<file path="config.mk">
export PLATFORM = sky130hd
export DESIGN_NAME = apb_multi_slave_master
export DESIGN_NICKNAME = d
export VERILOG_FILES = /design/src/rtl/apb_master_global_pkg.sv /design/src/rtl/apb_req_fifo.sv /design/src/rtl/apb_multi_slave_master.sv
export SDC_FILE = /design/constraint.sdc
export NUM_CORES = 1
export LEC_CHECK = 0
export ABC_CLOCK_PERIOD_IN_PS = 5500
export BUFFER_PORTS_ARGS = -buffer_cell sky130_fd_sc_hd__buf_2
export CORE_ASPECT_RATIO = 0.9
export CORE_UTILIZATION = 30
export CTS_BUF_LIST = sky130_fd_sc_hd__clkbuf_8 sky130_fd_sc_hd__clkbuf_16
export DETAILED_ROUTE_END_ITERATION = 6
export GPL_TIMING_DRIVEN = 0
export PLACE_DENSITY = 0.45
export SLEW_MARGIN = 40
export SYNTH_ARGS = -nofsm -noshare
export SYNTH_HDL_FRONTEND = slang
export SYNTH_SLANG_ARGS = --single-unit
</file>
<file path="constraint.sdc">
create_clock -name pclk -period 5.5 [get_ports pclk]
set_clock_uncertainty 0.15 [all_clocks]
set_input_delay 0.275 -clock pclk [delete_from_list [all_inputs] [get_ports pclk]]
set_output_delay 0.275 -clock pclk [all_outputs]
set_load 0.02 [all_outputs]
</file>
<file path="src/rtl/apb_master_global_pkg.sv">
// Shared types and default widths for the APB requester.
package apb_master_global_pkg;

  localparam int ADDRESS_WIDTH    = 32;
  localparam int DATA_WIDTH       = 32;
  localparam int NO_OF_SLAVES     = 1;
  localparam int LOG_BUFFER_DEPTH = 1;
  localparam int STRB_WIDTH       = DATA_WIDTH / 8;

  typedef enum logic [1:0] {IDLE, SETUP, ACCESS, RESP} apb_requester_state_e;

  // Sized at the maximum widths; narrower instances zero-extend into it.
  typedef struct packed {
    logic                     write;
    logic [ADDRESS_WIDTH-1:0] addr;
    logic [DATA_WIDTH-1:0]    wdata;
    logic [STRB_WIDTH-1:0]    strb;
    logic [2:0]               prot;
  } apb_req_s;

endpackage

</file>
<file path="src/rtl/apb_req_fifo.sv">
// Synchronous command FIFO; head entry is visible combinationally on rd_cmd.
module apb_req_fifo import apb_master_global_pkg::*; #(
  parameter int LOG_DEPTH = LOG_BUFFER_DEPTH
)(
  input  logic               pclk,
  input  logic               preset,
  input  logic               push,
  input  logic               pop,
  input  apb_req_s           wr_cmd,
  output apb_req_s           rd_cmd,
  output logic               full,
  output logic               empty,
  output logic [LOG_DEPTH:0] count
);
  localparam int DEPTH = 2 ** LOG_DEPTH;

  apb_req_s             mem [DEPTH];
  logic [LOG_DEPTH-1:0] wr_ptr, rd_ptr;
  logic                 do_push, do_pop;

  assign full    = (count == (LOG_DEPTH+1)'(DEPTH));
  assign empty   = (count == '0);
  assign do_push = push && !full;   // no bypass: full refuses even while popping
  assign do_pop  = pop && !empty;
  assign rd_cmd  = mem[rd_ptr];

  // Pointer and occupancy bookkeeping.
  always_ff @(posedge pclk) begin
    if (preset) begin
      wr_ptr <= '0;
      rd_ptr <= '0;
      count  <= '0;
    end else begin
      if (do_push) wr_ptr <= wr_ptr + 1'b1;
      if (do_pop)  rd_ptr <= rd_ptr + 1'b1;
      case ({do_push, do_pop})
        2'b10:   count <= count + 1'b1;
        2'b01:   count <= count - 1'b1;
        default: count <= count;
      endcase
    end
  end

  // Storage; contents are don't-care until written.
  always_ff @(posedge pclk) begin
    if (do_push) mem[wr_ptr] <= wr_cmd;
  end

endmodule

</file>
<file path="src/rtl/apb_multi_slave_master.sv">
// APB4 requester: buffered valid/ready commands out to up to 16 slaves,
// with address decode, wait-state timeout and per-transfer error report.
module apb_multi_slave_master #(
  parameter int NO_OF_SLAVES      = apb_master_global_pkg::NO_OF_SLAVES,
  parameter int ADDRESS_WIDTH     = apb_master_global_pkg::ADDRESS_WIDTH,
  parameter int DATA_WIDTH        = apb_master_global_pkg::DATA_WIDTH,
  parameter int LOG_BUFFER_DEPTH  = apb_master_global_pkg::LOG_BUFFER_DEPTH,
  parameter int SLAVE_REGION_BITS = 12,
  parameter int TIMEOUT_CYCLES    = 16
)(
  input  logic                               pclk,
  input  logic                               preset,
  input  logic                               req_valid,
  output logic                               req_ready,
  input  logic                               req_write,
  input  logic [ADDRESS_WIDTH-1:0]           req_addr,
  input  logic [DATA_WIDTH-1:0]              req_wdata,
  input  logic [DATA_WIDTH/8-1:0]            req_strb,
  input  logic [2:0]                         req_prot,
  output logic                               rsp_valid,
  input  logic                               rsp_ready,
  output logic [DATA_WIDTH-1:0]              rsp_rdata,
  output logic                               rsp_slverr,
  output logic                               rsp_decerr,
  output logic                               rsp_timeout,
  output logic [LOG_BUFFER_DEPTH:0]          fifo_count,
  output logic [NO_OF_SLAVES-1:0]            psel,
  output logic                               penable,
  output logic                               pwrite,
  output logic [ADDRESS_WIDTH-1:0]           paddr,
  output logic [DATA_WIDTH-1:0]              pwdata,
  output logic [DATA_WIDTH/8-1:0]            pstrb,
  output logic [2:0]                         pprot,
  input  logic [NO_OF_SLAVES*DATA_WIDTH-1:0] prdata,
  input  logic [NO_OF_SLAVES-1:0]            pready,
  input  logic [NO_OF_SLAVES-1:0]            pslverr
);
  import apb_master_global_pkg::*;

  localparam int SW = DATA_WIDTH / 8;

  apb_requester_state_e    state, state_n;
  apb_req_s                push_cmd, head;
  logic                    full, empty, pop, to_hit;
  logic [3:0]              head_idx;
  logic                    head_upper_zero;
  logic [NO_OF_SLAVES-1:0] head_oh, sel_oh;
  logic [31:0]             wait_cnt;
  logic                    bus_done, bus_err;
  logic [DATA_WIDTH-1:0]   bus_rdata;

  assign push_cmd = '{write: req_write, addr: 32'(req_addr), wdata: 32'(req_wdata),
                      strb: 4'(req_strb), prot: req_prot};

  apb_req_fifo #(.LOG_DEPTH(LOG_BUFFER_DEPTH)) u_fifo (
    .pclk   (pclk),
    .preset (preset),
    .push   (req_valid),
    .pop    (pop),
    .wr_cmd (push_cmd),
    .rd_cmd (head),
    .full   (full),
    .empty  (empty),
    .count  (fifo_count)
  );

  assign req_ready = !full;

  // An index at or above NO_OF_SLAVES shifts the one-hot out to zero, so an
  // all-zero select doubles as the decode-error marker.
  assign head_idx        = head.addr[SLAVE_REGION_BITS +: 4];
  assign head_upper_zero = ((head.addr >> (SLAVE_REGION_BITS + 4)) == 32'd0);
  assign head_oh         = head_upper_zero ? (NO_OF_SLAVES'(1) << head_idx) : '0;

  assign psel      = (state == SETUP || state == ACCESS) ? sel_oh : '0;
  assign penable   = (state == ACCESS);
  assign rsp_valid = (state == RESP);

  // Mux the selected slave's response signals.
  always_comb begin
    bus_done  = 1'b0;
    bus_err   = 1'b0;
    bus_rdata = '0;
    for (int i = 0; i < NO_OF_SLAVES; i++) begin
      if (sel_oh[i]) begin
        bus_done  = bus_done | pready[i];
        bus_err   = bus_err | pslverr[i];
        bus_rdata = bus_rdata | prdata[i*DATA_WIDTH +: DATA_WIDTH];
      end
    end
  end

  // Next state and FIFO pop. A decode error still spends the SETUP slot
  // (with no psel), giving a fixed two-cycle accept-to-response latency.
  always_comb begin
    state_n = state;
    pop     = 1'b0;
    to_hit  = 1'b0;
    case (state)
      IDLE:   if (!empty) begin pop = 1'b1; state_n = SETUP; end
      SETUP:  state_n = (|sel_oh) ? ACCESS : RESP;
      ACCESS: begin
        if (bus_done) state_n = RESP;
        else if (TIMEOUT_CYCLES != 0 && wait_cnt == 32'(TIMEOUT_CYCLES - 1)) begin
          to_hit  = 1'b1;
          state_n = RESP;
        end
      end
      RESP:   if (rsp_ready) begin
        if (!empty) begin pop = 1'b1; state_n = SETUP; end
        else state_n = IDLE;
      end
      default: state_n = IDLE;
    endcase
  end

  // State register.
  always_ff @(posedge pclk) begin
    if (preset) state <= IDLE;
    else        state <= state_n;
  end

  // Bus fields load on pop; response fields settle at the end of the transfer.
  always_ff @(posedge pclk) begin
    if (preset) begin
      paddr       <= '0;
      pwrite      <= 1'b0;
      pwdata      <= '0;
      pstrb       <= '0;
      pprot       <= '0;
      sel_oh      <= '0;
      wait_cnt    <= '0;
      rsp_rdata   <= '0;
      rsp_slverr  <= 1'b0;
      rsp_decerr  <= 1'b0;
      rsp_timeout <= 1'b0;
    end else if (pop) begin
      paddr       <= head.addr[ADDRESS_WIDTH-1:0];
      pwrite      <= head.write;
      pwdata      <= head.write ? head.wdata[DATA_WIDTH-1:0] : '0;
      pstrb       <= head.write ? head.strb[SW-1:0] : '0;
      pprot       <= head.prot;
      sel_oh      <= head_oh;
      wait_cnt    <= '0;
      rsp_rdata   <= '0;
      rsp_slverr  <= 1'b0;
      rsp_decerr  <= 1'b0;
      rsp_timeout <= 1'b0;
    end else begin
      case (state)
        SETUP: if (!(|sel_oh)) begin
          rsp_decerr <= 1'b1;
          rsp_slverr <= 1'b1;
        end
        ACCESS: begin
          if (bus_done) begin
            rsp_slverr <= bus_err;
            rsp_rdata  <= (pwrite || bus_err) ? '0 : bus_rdata;
          end else if (to_hit) begin
            rsp_timeout <= 1'b1;
            rsp_slverr  <= 1'b1;
          end else begin
            wait_cnt <= wait_cnt + 32'd1;
          end
        end
        default: ;
      endcase
    end
  end

endmodule

</file>
==> Word-level counts from Yosys, hierarchy flattened <==
Memories as Yosys holds them, arrays and structs flattened. A register that Yosys moved wholly into a read port is not among the register bits.
Index checks and enable logic that the tools add are counted.
{ "totals": {"register_bits": 146, "ram_bits": 144, "output_inout_bits": 113, "wordCells": 85, "n_memories": 1} }
{ "classes": {"n_addsub": 5, "eq_ne": 12, "n_shift": 1, "n_mux": 30, "n_bitwise": 3, "reduce_logical": 18} }
{ "memory_table": {"columns": ["name", "depth", "width", "rd", "rd_clocked_by_memory_dff", "write_ports", "line_no", "rtl"], "rows": [
  ["u_fifo.mem", 2, 72, 1, 1, 1, "apb_req_fifo.sv:17", "apb_req_s mem [DEPTH];"]
]} }
{ "ops": {"columns": ["op", "count"], "rows": [
  ["2-to-1 mux 32 bit", 3],
  ["adder 32 x 1 -> 32 bit, second input constant", 1],
  ["equality test 32 x 4 -> 1 bit, second input constant", 1],
  ["logical NOT 32 bit", 1],
  ["2-to-1 mux 1 bit", 18],
  ["AND reduction 3 bit", 4],
  ["equality test 2 bit, second input constant", 4],
  ["2-to-1 mux 2 bit", 4],
  ["one-hot mux 2 bit (4 select lines)", 1],
  ["!= test 3 x 1 -> 1 bit, second input constant", 2],
  ["equality test 2 x 1 -> 1 bit, second input constant", 2],
  ["logical NOT 2 bit", 2],
  ["2-to-1 mux 4 bit", 1],
  ["!= test 2 bit, second input constant", 2],
  ["one-hot mux 1 bit (2 select lines)", 2],
  ["one-hot mux 2 bit (2 select lines)", 1],
  ["AND reduction 2 bit", 2],
  ["nonzero test 2 bit", 2],
  ["left shift 1 x 4 -> 1 bit, first input constant", 1],
  ["NOT 1 bit", 3],
  ["adder 1 bit, second input constant", 2],
  ["adder 2 x 1 -> 2 bit, second input constant", 1],
  ["logical AND 1 bit", 2],
  ["logical NOT 1 bit", 2],
  ["4 further kinds", 5]
]} }

==> Depth between registers and ports, before layout <==
Gate-level depths: netlist of run 1.
{ "depth": {"word_depth": 7, "depth_mapped": 10} }

==> Cells and area by module <==
From an unflattened synthesis of run 1, not the netlist that was laid out.
{ "hier_totals": {"hier_cells": 833, "hier_area_um2": 10716.5} }
{ "by_module_without_submodules": {"columns": ["mod", "n_inst", "cells_per_inst", "area_each_um2"], "rows": [
  ["apb_req_fifo", 1, 250, 5398.9],
  ["apb_multi_slave_master", 1, 583, 5317.6]
]} }

==> Least setup slack after synthesis of run 1 <==
No wires, ideal clock.
{ "synth_timing": {"path_kind": "register to register", "start": "register u_fifo.count[0]", "end": "memory u_fifo.mem[0][0] in the netlist's numbering (enable)", "setup_time_ns": 0.503, "arrival_ns": 3.975, "t_required_ns": 4.847, "path_slack_ns": 0.872, "stages_incl_launch_ff": 4, "path_buffers": 0, "synth_period_minus_slack_ns": 4.628, "cell_sequence": "dfxtp_1 -> nand2b_1 -> nand2_1 -> nor2_1"} }
{ "synth_between": {"elab_chain_len": 5} }
{ "synth_rtl": {"columns": ["element", "line_no", "rtl"], "rows": [
  ["start: declaration", "apb_req_fifo.sv:13", "output logic [LOG_DEPTH:0] count"],
  ["start signal: assignment", "apb_req_fifo.sv:37", "2'b10: count <= count + 1'b1;"],
  ["start signal: assignment", "apb_req_fifo.sv:38", "2'b01: count <= count - 1'b1;"],
  ["start signal: assignment", "apb_req_fifo.sv:39", "default: count <= count;"],
  ["equality test 2 bit", "apb_req_fifo.sv:21", "assign full = (count == (LOG_DEPTH+1)'(DEPTH));"],
  ["logical NOT 1 bit", null, null],
  ["named net req_ready", "apb_multi_slave_master.sv:14", "output logic req_ready,"],
  ["logical AND 1 bit", "apb_req_fifo.sv:23", "assign do_push = push && !full;"],
  ["2-to-1 mux 1 bit", "apb_req_fifo.sv:46", "if (do_push) mem[wr_ptr] <= wr_cmd;"],
  ["2-to-1 mux 1 bit (not written as such)", "apb_req_fifo.sv:46", null],
  ["end: declaration", "apb_req_fifo.sv:17", null]
]} }
The timed path passes the listed nets, and every way through them passes these cells.

==> Worst setup path after layout of run 1 <==
{ "layout_timing": {"start": "register state[0]", "end": "register u_fifo.count[1]"} }
{ "layout_between": {"elab_chain_len": 5, "elab_cells_between_ends": 8, "classes_between": "eq/ne (3); mux (2); reduce/logical (3)"} }
{ "layout_rtl": {"columns": ["element", "line_no", "rtl"], "rows": [
  ["start: declaration", "apb_multi_slave_master.sv:42", "apb_requester_state_e state, state_n;"],
  ["start signal: assignment", "apb_multi_slave_master.sv:120", "else state <= state_n;"],
  ["equality test 2 bit or logical NOT 2 bit (tied branches)", "apb_multi_slave_master.sv:99", "case (state)"],
  ["one-hot mux 1 bit (2 select lines) (*)", "apb_multi_slave_master.sv:99", null],
  ["logical AND 1 bit (*)", "apb_req_fifo.sv:24", "assign do_pop = pop && !empty;"],
  ["named net u_fifo.do_pop", "apb_req_fifo.sv:19", "logic do_push, do_pop;"],
  ["equality test 2 x 1 -> 1 bit or equality test 2 bit (tied branches)", "apb_req_fifo.sv:36", "case ({do_push, do_pop})"],
  ["one-hot mux 2 bit (2 select lines) or nonzero test 2 bit (tied branches)", null, null]
]} }
Mark *: on every way through the listed nets, which the timed path passes. The rest lies on a longest branch.
A chain may end at the register's enable or synchronous reset.

==> run metrics, run 1 <==
status finished, final reports clean; area delta synth->final 36.9%; core area 35100 um^2; WHS 0.0599 ns; 1st-iter DRT viols 375; startpoint class of the critical path flop; num ports 223; Critical Path Most Common Cell ha_1; Worst-path clk slew 0.06 ns; RSZ-0062 raised after global routing false; Slew Limit Fails 0; CP peak stage delay 0.49 ns; share of cells above drive strength 1 24.1%; power share of the combinational group 27.9%; drt wl/cell 15.9 um; cts repair resizes 0; slew margin rel. 45.8%; H-tree levels 2; crit path cell chain inv_1, ha_1, nor3_2, clkbuf_1, buf_1, ha_1, or3_1, a21oi_1; average cell area after synthesis 12.6 um^2; Critical Path AT 3.65 ns; Period minus WS final 3.36 ns; number of global-route vias before repair 7687; Cell Rows 65; CP max FO 10; Worst-Margin Slew 0.812 ns; gr usage total 14.8%; nets@finish 1340; grt total ovfl 0; final setup vio count 0; first-pass GRT wire length 42700 um; critical path type reg -> reg; largest net degree at the start of global routing 36; HP Class in -> reg; # DRC 0; initial antenna violation count 0; antenna viol nets, final 0; Net Sw Frac 33.0%; Main synth FF type dfxtp_1; drt total wl 27300 um; Power Internal 0.00467 W; EDFF count, synth 144; asr flop ratio synth 0%; hpwl dp 18900 um; clk buf depth 3; kind of cell adding the most delay to the critical path buffers and inverters; Starting Density 30.6%; Post-Syn Instances 852; PortBufs 222; Yosys reg bits 291; clock latency on the worst-skew pair 0.52 ns; Post-Syn Area 10700 um^2; cts bufs inserted 34; postcts setup bufs 0; clk sink count 291; Leak 5.55 nW; switching power 0.00230 W; Final TNS setup 0 ns; Yosys warning count 0; final worst path period share 61.0%; Netlist cell types 48; GP Congestion 0.758; TritonCTS clock tree done; CTS root buffer clkbuf_16; Slowest cell on crit path nor3_2; Worst IR Drop VDD 0.245 mV; worst path bufs/invs 3; final hold violation count 0; Core Util, Final 41.9%; clock network fraction of design power 30.3%; Synthesized Nets 969; Vias 7784; cts hold-fix bufs 106; DIE WIDTH 201 um; register area share after synthesis 67.6%; fmax 0.298 GHz; Die Height 182 um; power per cell area 474 nW/um^2; Flop pwr share 41.8%; number of max-cap violations 0; Data required, critical path 5.79 ns; TritonRoute pass-1 iters 4; vias per cell 4.53; crit path capture type flop; die area 36600 um^2
## state kept, by name, summed over array words and instances (netlist names), 2 cells and up, named ones only
signal	flops
pstrb	4
pprot	3
paddr	32
rsp_rdata	32
u_fifo.count	2
wait_cnt	32
pwdata	32
u_fifo.mem	144
state	2
## layout by cell type, fill, tap and decap left out, types with 10 or more instances in the layout
| cell type | synthesis | layout |
|---|---|---|
| or3_1 | 11 | 11 |
| a211oi_1 | 36 | 36 |
| buf_2 | 4 | 226 |
| dfxtp_1 | 147 | 147 |
| nand2_1 | 58 | 58 |
| inv_1 | 7 | 15 |
| clkbuf_1 | 37 | 36 |
| nor4_1 | 23 | 23 |
| a22oi_1 | 32 | 32 |
| xnor2_1 | 14 | 14 |
| o21ai_0 | 31 | 31 |
| nand4_1 | 10 | 10 |
| dlygate4sd3_1 | 0 | 106 |
| o21ai_1 | 15 | 15 |
| nor2_1 | 99 | 98 |
| mux2i_1 | 73 | 73 |
| a21oi_1 | 10 | 10 |
| nand3_1 | 14 | 14 |
| edfxtp_1 | 144 | 144 |
| clkbuf_16 | 0 | 35 |
## kinds of logic after synthesis
family	count (synthesis)	share of synthesized area (%)
AOI/OAI and AO/OA	145	9.13
muxes	75	7.01
and+or+nand+nor	256	11.3
buffers and inverters	58	2.45
adders and majority gates	7	0.815
DFF	291	67.6
xor gates and xnor gates	20	1.63
## worst register-to-register path: cells and delay by family (launching register included)
kind	cells	cell delay, ns
fa+ha+maj	2	0.74
compound gates	1	0.14
buf+inv	3	1.06
flops	1	0.35
simple gates	2	0.84
## per-stage QoR
step                      instance area [um^2]  total power [W]  std cells  setup WS, ns
final                                    14700          0.00697       1718          2.14
after global routing                     14700          0.00737       1717          1.82
after CTS                                14700          0.00711       1717          2.01
after detailed placement                 12600          0.00490       1550          2.03
after global placement                   12400          0.00485       1543         -1.15
after floorplan                          10700          0.00416        852         0.872
## cells in the mapped netlist, types with 7 or more instances
cell	instances	area share, %
or4_1	9	0.63
nor4_1	23	1.3
clkbuf_1	37	1.3
a211oi_1	36	2.5
buf_1	7	0.24
nor3_1	8	0.37
nand4_1	10	0.58
a21oi_2	7	0.57
xnor2_1	14	1.1
edfxtp_1	144	40
nand2_1	58	2.0
inv_1	7	0.24
o21ai_0	31	1.4
mux2i_1	73	6.8
nor2_1	99	3.5
ha_1	7	0.82
dfxtp_1	147	27
nand3_1	14	0.65
a22oi_1	32	2.2
o21ai_1	15	0.70
or3_1	11	0.64
a21oi_1	10	0.47
## power by group through the flow
stage	logic (W)	clock network, W	registers (W)
CTS	0.00200	0.00219	0.00292
global placement	0.00185	0	0.00300
global route	0.00214	0.00227	0.00296
detailed placement	0.00194	0	0.00296
floorplan	0.000986	0	0.00318
finish	0.00195	0.00211	0.00291
## final timing paths
kind              depth (start not counted)         endpoint  slack, ns  startpoint
setup / recovery                          8  u_fifo.count[1]       2.14    state[0]
hold / removal                            4    u_fifo.wr_ptr       0.06   req_valid
setup reg to reg                          8  u_fifo.count[1]       2.14    state[0]
hold reg to reg                           2       pwdata[14]       0.30  pwdata[14]
## per-layer routing
metal | part of all wire, % | global-route usage [%]
met4 | 2.5 | 5.33
met2 | 48 | 24.7
met5 | 0 | 0
met3 | 4.9 | 3.32
met1 | 45 | 18.9
## cell type report
type / instances / area (um^2)
buffer: 51 / 238
inverter: 7 / 26.3
clock buffer: 37 / 903
clock inverter: 24 / 149
multi-input combinational: 503 / 3230
sequential: 291 / 7270
timing repair buffer: 335 / 2310
fill: 3417 / 20400
tap: 469 / 587
antenna: 1 / 2.50
No activity file was read; power rests on OpenSTA's default activity.
==> inputs of run 2 (changes only) <==
ABC_CLOCK_PERIOD_IN_PS = 3290   (was 5500)
clock period = 3.29 ns   (was 5.5 ns; I/O delays follow)
==> run metrics, run 2 (synthesis results as in run 1) <==
most common cell after layout, fill and taps aside buf_2; antenna viol nets, final 0; HP Class in -> reg; number of max-cap violations 0; H-tree levels 2; final worst path period share 89.6%; initial antenna violation count 1; Cell Rows 65; DIE WIDTH 201 um; largest net degree at the start of global routing 30; Die Height 182 um; clk buf depth 3; Overall Power 0.0118 W; TritonRoute pass-1 iters 6; Worst IR Drop VDD 0.408 mV; Core Util, Final 42.1%; drt total wl 27700 um; Critical Path AT 3.22 ns; fmax 0.339 GHz; power per cell area 801 nW/um^2; vias per cell 4.57; # DRC 0; CTS root buffer clkbuf_16; post-route cell area 14800 um^2; cts bufs inserted 34; die area 36600 um^2; slew margin rel. 46.1%; Placed Area 12600 um^2; global route hottest layer met2; r2r setup slk 0.34 ns; clock latency on the worst-skew pair 0.51 ns; PortBufs 222; startpoint class of the critical path flop; GR Util met1 19.7%; area delta synth->final 37.6%; worst hold path stage count 5; drt wl/cell 16.1 um; Slew Limit Fails 0; grt total ovfl 0; crit path capture type flop; Post-Place Worst Slack -0.173 ns; r2r endpoint u_fifo.count[1]; 1st-iter DRT viols 343; footprint of the multi-input gates 3230 um^2; Final WS setup 0.342 ns; register name with the most flops u_fifo.mem; Period minus WS final 2.95 ns; final setup vio count 0; CP max FO 19; FILL cells 3431; number of global-route vias before repair 7815; cell count of the worst reg-to-reg path 7; hold_sp rsp_ready; critical path type reg -> reg; sequential cell area 7270 um^2; clk sink count 291; Reg-to-Reg Start state[0]; Final TNS setup 0 ns; Data required, critical path 3.57 ns; TritonCTS clock tree done; Worst-path clk slew 0.05 ns; Leak 5.61 nW; M3 GR Usage 3.37%; nets@finish 1341; RSZ-0062 raised after global routing false; core area 35100 um^2; GRT met2 Usage 25.0%; final hold violation count 0; most frequent cells in the layout buf_2 (226), dfxtp_1 (147), edfxtp_1 (144); hpwl dp 19200 um; first-pass GRT wire length 43600 um; num ports 223; GP Congestion 0.782; share of cells above drive strength 1 23.9%; Worst-Margin Slew 0.809 ns; Vias 7859; Starting Density 30.6%; status finished, final reports clean; gr usage total 15.1%; Largest register FFs 144; worst hold endpoint state[0]
run 2: worst max path at each step:
| stage | endpoint | from | slack [ns] |
|---|---|---|---|
| floorplan | u_fifo.mem[1][0] | u_fifo.count[0] | 0.11 |
| global placement | u_fifo.mem[1][11] | u_fifo.count[0] | -0.96 |
| detailed placement | u_fifo.count[1] | state[0] | -0.17 |
| CTS | u_fifo.count[1] | state[0] | 0.27 |
| global route | pprot[0] | state[0] | 0.1 |
| finish | u_fifo.count[1] | state[0] | 0.34 |
run 2: cell type report:
type	count	area share, %
Buffer	50	1.60
Timing Repair Buffer	337	15.9
Multi-Input combinational cell	503	21.8
Clock inverter	25	1.32
Clock buffer	36	6.02
Antenna cell	1	0.0169
Sequential cell	291	49.2
Inverter	7	0.178
Tap cell	469	3.97
run 2: per-layer routing:
layer	up-vias	part of all wire (%)
met4	0	2.6
met2	169	47
met5	-	0
li1	3897	-
met1	3744	45
met3	49	4.8
run 2: timing repair:
| item | 4_1_cts | 5_1_grt |
|---|---|---|
| hold endpoints to repair | 179 | 0 |
| setup buffers | 0 | 0 |
| gates resized for setup | 1 | 0 |
| hold buffers | 107 | 0 |
| endpoints found under the setup margin | 1 | 0 |
run 2: through the flow:
stage               hold WS [ns]  instances
CTS                       0.0244       1718
floorplan                  0.113        852
global placement           0.202       1543
detailed placement         0.206       1551
global route              0.0795       1719
finish                    0.0423       1719
run 2: report_power, final:
part	total [W]	leakage, nW	internal (W)	switching [W]
Clock	0.00364	0.589	0.00219	0.00145
Combinational	0.00333	2.48	0.00121	0.00212
Sequential	0.00487	2.54	0.00456	0.000313
run 2: critical path: stages, from the launching register on:
cell and delay, ns:
dfxtp_1 0.37, inv_1 0.11, ha_1 0.40, nor3_2 0.48, clkbuf_2 0.50, ha_1 0.35, or3_1 0.36, a21oi_1 0.14
==> inputs of run 3 (changes only) <==
CORE_UTILIZATION = 54   (was 30)
PLACE_DENSITY = 0.75   (was 0.45)
==> run metrics, run 3 (synthesis results as in run 1) <==
Cell Rows 48; H-tree levels 1; Vias 8055; WHS 0.0393 ns; HP Class in -> reg; power per cell area 800 nW/um^2; hpwl dp 16400 um; postcts setup bufs 0; CP max FO 10; Data required, critical path 3.60 ns; GR Util met1 30.8%; PortBufs 222; M3 GR Usage 5.20%; first-pass GRT wire length 40300 um; TritonCTS clock tree done; Critical Path AT 3.34 ns; nets@finish 1339; most frequent cells in the layout buf_2 (227), dfxtp_1 (147), edfxtp_1 (144); Core Util, Final 74.7%; crit path capture type flop; Largest register FFs 144; register name with the most flops u_fifo.mem; final worst path period share 92.1%; FILL cells 1289; cts bufs inserted 30; 1st-iter DRT viols 425; final hold violation count 0; clock latency on the worst-skew pair 0.55 ns; global route hottest layer met2; Starting Density 55.6%; antenna viol nets, final 0; TritonRoute pass-1 iters 5; largest net degree at the start of global routing 28; area delta synth->final 34.4%; GRT met2 Usage 45.6%; critical path type reg -> reg; share of cells above drive strength 1 24.2%; Final WS setup 0.261 ns; clk buf depth 3; Worst IR Drop VDD 0.623 mV; Overall Power 0.0116 W; Worst-path clk slew 0.06 ns; GP Congestion 0.818; Slew Limit Fails 0; most common cell after layout, fill and taps aside buf_2; sequential cell area 7270 um^2; CTS root buffer clkbuf_16; # DRC 0; number of max-cap violations 0; DIE WIDTH 151 um; Period minus WS final 3.03 ns; die area 20500 um^2; slew margin rel. 48.0%; Final TNS setup 0 ns; clk sink count 291; vias per cell 5.38; RSZ-0062 raised after global routing false; drt wl/cell 17.6 um; core area 19300 um^2; grt total ovfl 0; Post-Place Worst Slack -0.0392 ns; footprint of the multi-input gates 3230 um^2; final setup vio count 0; number of global-route vias before repair 8025; Leak 5.55 nW; gr usage total 25.4%; drt total wl 26400 um; Die Height 136 um; num ports 223; status finished, final reports clean; startpoint class of the critical path flop; Worst-Margin Slew 0.781 ns; fmax 0.330 GHz; initial antenna violation count 2
run 3: changes by cell type in the layout (fill, tap and decap cells not counted), moves of 2 or more:
cell / delta
inv_1: -8
clkinv_2: +7
clkbuf_16: -4
clkbuf_8: +3
clkinv_1: -3
dlygate4sd3_1: +3
buf_8: -2
clkbuf_1: +2
clkbuf_2: -2
run 3: what timing repair did:
| action | in CTS | in global routing |
|---|---|---|
| resized for setup | 1 | 2 |
| hold buffers | 110 | 0 |
| hold endpoints to repair | 180 | 0 |
| endpoints found under the setup margin | 1 | 1 |
run 3: per-stage QoR:
step / cells / area (um^2)
6_report: 1498 / 14400
5_1_grt: 1498 / 14400
4_1_cts: 1496 / 14400
3_5_place_dp: 1330 / 12300
3_3_place_gp: 1324 / 12200
2_1_floorplan: 852 / 10800
run 3: worst max-delay path, stage by stage (launching register included):
cell	delay, ns
dfxtp_1	0.36
inv_1	0.11
ha_1	0.38
nor3_2	0.53
clkbuf_2	0.35
buf_2	0.28
ha_1	0.30
or3_1	0.36
a21oi_1	0.14
run 3: routing by layer:
layer / part of all wire, % / vias up / routed length [um]
met3: 6.4 / 40 / 1700
met5: 0 / - / 0
met2: 51 / 269 / 13500
met1: 40 / 3853 / 10700
li1: - / 3893 / -
met4: 2.0 / 0 / 535
run 3: path summary, 6_finish.rpt:
kind	from	to	slack, ns	cells after the start
max	state[0]	u_fifo.count[1]	0.26	8
min	pready	wait_cnt[12]	0.04	5
max reg2reg	state[0]	u_fifo.count[1]	0.26	8
min reg2reg	pwdata[20]	pwdata[20]	0.29	2
run 3: cell type report:
type / count / share of cell area [%]
sequential: 291 / 50.3
antenna: 2 / 0.0346
clock inverter: 21 / 1.28
multi-input combinational: 503 / 22.3
clock buffer: 35 / 5.75
tap: 250 / 2.17
timing repair buffer: 338 / 16.3
buffer: 51 / 1.65
inverter: 7 / 0.182
run 3: report_power, final:
part           internal, W  switching [W]
Sequential         0.00456       0.000322
Combinational      0.00119        0.00209
Clock              0.00203        0.00137
